--- src/rtl/line_clear_fsm.sv ---
// Line-clear engine: scans the board bottom-up, compacts non-full rows
// downward, zero-fills the vacated top rows and updates the score.
module line_clear_fsm #(
    parameter int ROWS = 16,
    parameter int COLS = 12
) (
    input  logic            Clk,
    input  logic            reset,
    input  logic            start,
    output logic [3:0]      rd_addr,
    input  logic [COLS-1:0] rd_data,
    output logic            wr_en,
    output logic [3:0]      wr_addr,
    output logic [COLS-1:0] wr_data,
    output logic            busy,
    output logic            done,
    output logic [4:0]      lines_cleared,
    output logic [15:0]     score
);

    typedef enum logic [1:0] {IDLE, SCAN, FILL, DONE} state_t;

    localparam logic [3:0] LAST = 4'(ROWS - 1);

    state_t      state;
    state_t      state_nx;
    logic [3:0]  rd_ptr;
    logic [3:0]  wr_ptr;
    logic [4:0]  count;
    logic        full;
    logic [15:0] bonus;
    logic [16:0] score_sum;
    logic [15:0] score_nx;

    assign full = (rd_data == '1);

    always_ff @(posedge Clk) begin
        if (reset) state <= IDLE;
        else       state <= state_nx;
    end

    always_comb begin
        state_nx = state;
        unique case (state)
            IDLE: if (start) state_nx = SCAN;
            SCAN: begin
                // count has not yet absorbed the row being read
                if (rd_ptr == 4'd0)
                    state_nx = (count != 5'd0 || full) ? FILL : DONE;
            end
            FILL: if (wr_ptr == 4'd0) state_nx = DONE;
            DONE: state_nx = IDLE;
        endcase
    end

    always_comb begin
        rd_addr = 4'd0;
        wr_en   = 1'b0;
        wr_addr = wr_ptr;
        wr_data = '0;
        busy    = 1'b0;
        done    = 1'b0;
        unique case (state)
            IDLE: ;
            SCAN: begin
                busy    = 1'b1;
                rd_addr = rd_ptr;
                wr_en   = ~full;
                wr_data = rd_data;
            end
            FILL: begin
                busy  = 1'b1;
                wr_en = 1'b1;
            end
            DONE: done = 1'b1;
        endcase
    end

    always_comb begin
        case (count)
            5'd0:    bonus = 16'd0;
            5'd1:    bonus = 16'd40;
            5'd2:    bonus = 16'd100;
            5'd3:    bonus = 16'd300;
            default: bonus = 16'd1200;
        endcase
        score_sum = {1'b0, score} + {1'b0, bonus};
        score_nx  = score_sum[16] ? 16'hFFFF : score_sum[15:0];
    end

    always_ff @(posedge Clk) begin
        if (reset) begin
            rd_ptr        <= LAST;
            wr_ptr        <= LAST;
            count         <= 5'd0;
            lines_cleared <= 5'd0;
            score         <= 16'd0;
        end else begin
            unique case (state)
                IDLE: begin
                    if (start) begin
                        rd_ptr <= LAST;
                        wr_ptr <= LAST;
                        count  <= 5'd0;
                    end
                end
                SCAN: begin
                    rd_ptr <= rd_ptr - 4'd1;
                    if (full) count  <= count + 5'd1;
                    else      wr_ptr <= wr_ptr - 4'd1;
                end
                FILL: wr_ptr <= wr_ptr - 4'd1;
                DONE: begin
                    lines_cleared <= count;
                    score         <= score_nx;
                    rd_ptr        <= LAST;
                    wr_ptr        <= LAST;
                end
            endcase
        end
    end

endmodule

--- config.mk ---
export PLATFORM = sky130hd
export DESIGN_NAME = line_clear_fsm
export DESIGN_NICKNAME = d
export VERILOG_FILES = /design/src/rtl/line_clear_fsm.sv
export SDC_FILE = /design/constraint.sdc
export NUM_CORES = 1
export LEC_CHECK = 0
export CAP_MARGIN = 40
export CELL_PAD_IN_SITES_DETAIL_PLACEMENT = 0
export CELL_PAD_IN_SITES_GLOBAL_PLACEMENT = 2
export CORE_ASPECT_RATIO = 0.8
export CORE_MARGIN = 4
export CORE_UTILIZATION = 30
export CTS_CLUSTER_SIZE = 8
export DETAILED_ROUTE_END_ITERATION = 6
export PLACE_DENSITY = 0.88
export SLEW_MARGIN = 20
export SYNTH_ARGS = -nofsm -noshare
export SYNTH_HDL_FRONTEND = slang
export SYNTH_SLANG_ARGS = --single-unit
--- constraint.sdc ---
create_clock -name Clk -period 6.35 [get_ports Clk]
set_input_delay 0.635 -clock Clk [delete_from_list [all_inputs] [get_ports Clk]]
set_output_delay 0.635 -clock Clk [all_outputs]
set_load 0.005 [all_outputs]
==> results.yml, run 1 <==
run_status:
  status: "completed"
placement:
  place_area_mm2: 0.00290
  port_buffers: 58
  dp_hpwl_um: 4500
  place_inst: 411
  gp_congestion: 0.753
timing:
  period_share_pct: 50.9
  max_freq_mhz: 309
  worst_clock_skew_ps: 6.26
  rsz0062_at_grt: "no"
  setup_viol: 0
  hold_viol: 0
  fin_crit_ps: 3230
  setup_tns_ps: 0
  drv_slew: 0
  slew_headroom_pct: 49.0
  tightest_slew_ps: 755
critical_path:
  critPathSlowestCell: "o31ai_1"
  critPathTopFamily: "buffers and inverters"
  reg2reg_depth: 9
  cp-end-kind: "output port"
  cp_max_fo: 6
  cp_cell_sequence: "clkdlybuf4s50_1 > nand4_1 > o31ai_1 > a21boi_0 > clkdlybuf4s50_1"
  crit_top_cell: "clkdlybuf4s50_1"
  cp.required_ps: 5710
  crit_buf_inv: 2
  cp_slowest_stage_delay_ps: 690
  rrSetupSlack_ps: 3280
  crit_cells: 5
  worstPathArrival_ps: 2600
  cp-start-kind: "input pin"
  critPathKind: "in2out"
drt:
  ant_nets: 0
  routedWlPerCell_um: 13.9
  drtIter0Drc: 68
  first_pass_iters: 4
  drcViolationCount: 0
  routed-via-count: 2063
  viasPerCell: 4.92
  routed_wl_um: 5830
power_and_ir_drop:
  totalPowerFinal_uw: 732
  power_density_mw_per_mm2: 246
  peakVddDrop_uv: 129
  leakagePower_nw: 1.14
synth:
  synth-seq-cells: 35
  synth_xor_area_share_pct: 3.15
  synth_nets: 307
  synthArstFlopShare_pct: 0
  synth_compound_area_share_pct: 21.1
  synth_warnings: 0
  muxShareOfSynthArea_pct: 3.15
  synth_top_family_by_area: "simple AND/OR/NAND/NOR gates"
  synth_adder_area_share_pct: 11.6
  syn_area_per_cell_um2: 8.18
  synth_area_mm2: 0.00222
  synthDistinctLibCells: 52
  synth.top_cell.area_share_pct: 31.5
  synthSimpleGateAreaFrac_pct: 24.9
  synth_top_area_cell: "dfxtp_1"
  synthTopCellsByArea: "dfxtp_1 31%, ha_1 11%, and2_1 5.3%"
  synth-main-ff-cell: "dfxtp_1"
  synth_cells: 272
  synth_edf_count: 0
  seq_area_frac_synth_pct: 31.5
grt:
  grt_pass1_vias: 2050
  grt_first_pass_wirelength_um: 9970
  antenna_found_initial: 0
  grt.overflow.total: 0
  grt_max_degree: 29
  grtUsageTotal_pct: 13.5
die:
  die_area_mm2: 0.00887
  core-area_mm2: 0.00703
  die_w_um: 104
  start_util_pct: 31.7
  rows: 27
  fp.dieH_um: 85.0
  boundaryPins: 59
cells_and_area:
  instances_no_fill: 419
  multiInputGateArea_mm2: 0.00142
  layout.nets: 366
  finalInstanceArea_mm2: 0.00298
  final_common_cell: "clkdlybuf4s50_1"
  diodes: 0
  fill_cells: 724
  final_cell_mix: "58 x clkdlybuf4s50_1, 35 x dfxtp_1, 27 x nor2_1"
  area_growth_pct: 33.8
  drive_above_1_share_pct: 5.42
  register_area_um2: 701
clock_network:
  cts_tree: "done"
  root_buffer: "clkbuf_8"
  cts_resized: 0
  cts_setup_buffers: 0
  hold_buffers: 0
  clkSinkCount: 35
  cts_max_level: 2
  clk_latency_ps: 280
  cts-buffers-inserted: 5
  clock_path_buffers: 2
  clk_pin_slew_ps: 60
min_path:
  hp-class: "reg2reg"
  min_path_cells: 2
run:
  maxCapViolCount: 0
report_power, final:
group	leakage (nW)	internal [mW]	switching (mW)
Combinational	0.818	0.158	0.161
Clock	0.0422	0.0769	0.0762
Sequential	0.283	0.240	0.0197
Total	1.14	0.475	0.257
kinds of logic after synthesis:
group,count (synthesis)
compound gates,67
xor+xnor,8
fa+ha+maj,20
buf+inv,26
flops,35
mux,7
simple gates,109
Yosys cell counts (all sizes together) (2+ instances only):
cell	n
a211o	2
a211oi	9
a21o	3
a21oi	17
a31o	2
a31oi	4
and2	19
and3	3
buf	3
clkbuf	5
dfxtp	35
ha	19
inv	18
mux2i	7
nand2	22
nand2b	2
nand3	4
nand4	8
nor2	28
nor3	12
o211ai	4
o21ai	10
o21bai	2
o31ai	2
or3	4
or3b	2
xnor2	2
xor2	6
per-layer routing:
layer / GRT usage, % / wire length [um] / part of all wire [%] / vias up
li1: - / - / - / 1091
met4: 3.62 / 26 / 0.45 / 0
met1: 19.8 / 3150 / 54 / 938
met5: 0 / 0 / 0 / -
met2: 19.6 / 2420 / 41 / 32
met3: 3.27 / 228 / 3.9 / 2
worst reg2reg max path: stages (launching register included):
cell and delay (ps):
dfxtp_1 430, inv_1 110, ha_1 230, o41ai_1 720
ha_1 370, o21ai_0 120, o21bai_1 330, o21ai_1 170
o311a_1 340, a211oi_2 200
final timing paths:
kind	start	end
worst max register to register	count[0]	score[11]
worst min register to register	lines_cleared[0]	lines_cleared[0]
worst min-delay path	lines_cleared[0]	lines_cleared[0]
worst max-delay path	rd_data[10]	wr_en
layout make-up:
class	count	share of cell area [%]
well taps	87	3.66
multi-input cells	211	47.8
clock inverters	1	0.168
repair buffers	60	20.0
clock buffers	7	2.56
flip-flops and latches	35	23.5
inverters	18	2.27
stage by stage:
stage,hold WS (ps),setup slack [ps],utilization (%)
after floorplan,459,3700,-
after detailed placement,485,3070,41.2
after global routing,517,2940,42.4
after global placement,470,3150,41.2
after CTS,506,3070,42.4
final,498,3120,42.4
sequential cells by signal, summed over array words and instances (netlist names):
signal         flops
score             15
count              5
lines_cleared      5
rd_ptr             4
wr_addr            4
state              2
Note: power is estimated with default switching activity, not from simulation.
==> run 2: changes to the inputs <==
--- a/config.mk
+++ b/config.mk
@@ -10,10 +10,10 @@
 export CELL_PAD_IN_SITES_GLOBAL_PLACEMENT = 2
 export CORE_ASPECT_RATIO = 0.8
 export CORE_MARGIN = 4
-export CORE_UTILIZATION = 30
+export CORE_UTILIZATION = 25
 export CTS_CLUSTER_SIZE = 8
 export DETAILED_ROUTE_END_ITERATION = 6
-export PLACE_DENSITY = 0.88
+export PLACE_DENSITY = 0.79
 export SLEW_MARGIN = 20
 export SYNTH_ARGS = -nofsm -noshare
 export SYNTH_HDL_FRONTEND = slang
==> constraint.sdc (replaced) <==
create_clock -name Clk -period 2.9 [get_ports Clk]
set_input_delay 0.29 -clock Clk [delete_from_list [all_inputs] [get_ports Clk]]
set_output_delay 0.29 -clock Clk [all_outputs]
set_load 0.005 [all_outputs]
==> run 2 against run 1 <==
Against the previous run:
- via count rose by 4.6%
- die area increased by 18%
- flip-flop and latch count did not move
- sequential power increased by 120%
- clock power rose by 130%
- combinational power rose by 130%
- worst hold slack got worse by 2.0 ps
- largest cell class unchanged
- highest routed layer unchanged
==> results.yml, run 2 (same netlist as run 1, synthesis figures left out) <==
run_status:
  status: "completed"
drt:
  ant_nets: 0
  routedWlPerCell_um: 13.5
  first_pass_iters: 4
  wl_met3_um: 265
  drtIter0Drc: 72
  wl_met2_um: 2710
  highest_layer: "met4"
  drcViolationCount: 0
  routed-via-count: 2158
  wl_met1_um: 3090
  viasPerCell: 4.75
  routed_wl_um: 6120
critical_path:
  reg2reg_depth: 11
  crit_buf_inv: 2
  timing.rr.end: "score[3]"
  cp_max_fo: 6
  critPathKind: "reg2reg"
  critPathTopFamily: "simple AND/OR/NAND/NOR gates"
  cp-start-kind: "flop"
  worstPathArrival_ps: 2990
  cp_cell_sequence: "inv_1 > ha_1 > o21a_1 > or3_4 > ha_4 > o211ai_1 > or3_4 > a21oi_4 > buf_6 > nor3_1 > nor3_1"
  rrSetupSlack_ps: 120
  cp_slowest_stage_delay_ps: 420
  cp-end-kind: "flop"
  r2r-start: "count[1]"
  cp.required_ps: 3110
  critPathSlowestCell: "or3_4"
run:
  maxCapViolCount: 0
cells_and_area:
  final_cell_mix: "58 x clkdlybuf4s50_1, 33 x dfxtp_1, 27 x nor2_1"
  final_core_util_pct: 36.9
  layout.nets: 376
  fill_cells: 895
  final_common_cell: "clkdlybuf4s50_1"
  area_growth_pct: 42.0
  largest_register: "score"
  largest_reg_flops: 15
  diodes: 0
  reg.largest.list: "score x15, count x5, lines_cleared x5"
  drive_above_1_share_pct: 11.1
timing:
  slew_headroom_pct: 56.0
  setup_slack_ps: 116
  rsz0062_at_grt: "yes"
  period_share_pct: 96.0
  fin_crit_ps: 2780
  max_freq_mhz: 359
  setup_viol: 0
  drv_slew: 0
  worst_clock_skew_ps: 9.08
  hold_viol: 0
  tightest_slew_ps: 661
placement:
  port_buffers: 58
  dp_hpwl_um: 4570
  gp_congestion: 0.762
  dp_slack_ps: 4.03
clock_network:
  root_buffer: "clkbuf_8"
  cts_tree: "done"
  cts-buffers-inserted: 5
  clock_path_buffers: 2
  clk_latency_ps: 280
  clk_pin_slew_ps: 70
  cts_max_level: 2
  clkSinkCount: 35
power_and_ir_drop:
  leakagePower_nw: 1.20
  peakVddDrop_uv: 255
  power_density_mw_per_mm2: 520
die:
  core-area_mm2: 0.00856
  rows: 30
  fp.dieH_um: 92.4
  die_area_mm2: 0.0105
  start_util_pct: 26.0
  boundaryPins: 59
  die_w_um: 113
grt:
  grt_pass1_vias: 1980
  grt.overflow.total: 0
  antenna_found_initial: 0
  grt_max_degree: 29
  grtUsageTotal_pct: 11.5
  grt_first_pass_wirelength_um: 9970
min_path:
  min_from: "lines_cleared[4]"
  min_path_cells: 2
  hold_end: "lines_cleared[4]"
  hp-class: "reg2reg"
## run 2: cell types whose count changed in the layout (fill, tap and decap cells not counted), sizes merged
| cell | before | now |
|---|---|---|
| buf | 2 | 12 |
## run 2: worst max-delay path by stage
stage	depth (start not counted)	endpoint	startpoint
global route	10	score[6]	count[1]
finish	11	score[3]	count[1]
global placement	9	score[15]	count[4]
floorplan	11	score[12]	count[0]
detailed placement	11	score[4]	count[0]
CTS	11	score[6]	count[0]
## run 2: layer usage
metal / track usage [%] / vias up
li1: - / 1115
met1: 16.9 / 992
met2: 16.6 / 44
met3: 3.20 / 7
met4: 2.20 / 0
met5: 0 / -
## run 2: tightest hold or removal path: stages, from the launching register on
cell and delay, ps:
dfxtp_1 330, mux2i_1 60, nor2_1 70
## run 2: where the power goes
part	total (mW)	internal (mW)	switching, mW
registers	0.568	0.524	0.0448
clock network	0.347	0.169	0.179
logic	0.725	0.367	0.358
## run 2: layout make-up
class                   instances  area (um2)  area share, %
multi-input cells             211        1490           47.1
repair buffers                 70         674           21.4
clock inverters                 1        5.00          0.158
inverters                      18        67.6           2.14
well taps                     112         140           4.44
clock buffers                   7        76.3           2.42
flip-flops and latches         35         706           22.3
## run 2: what timing repair did
| action | CTS | global route |
|---|---|---|
| endpoints found under the setup margin | 8 | 15 |
| gates resized for setup | 2 | 13 |
| setup buffers | 0 | 1 |
| pin swaps | 0 | 2 |
| endpoints found under the hold margin | 0 | 0 |
| hold buffers | 0 | 0 |
## run 2: through the flow
| stage | setup TNS (ps) | instances | hold WS, ps | power (mW) | instance area [um2] |
|---|---|---|---|---|---|
| 2_1_floorplan | 0 | 272 | 459 | 0.963 | 2220 |
| 3_3_place_gp | 0 | 445 | 475 | 1.30 | 2990 |
| 3_5_place_dp | 0 | 445 | 483 | 1.30 | 2990 |
| 4_1_cts | -117 | 453 | 502 | 1.65 | 3080 |
| 5_1_grt | -63.4 | 454 | 511 | 1.77 | 3160 |
| 6_report | 0 | 454 | 496 | 1.64 | 3160 |
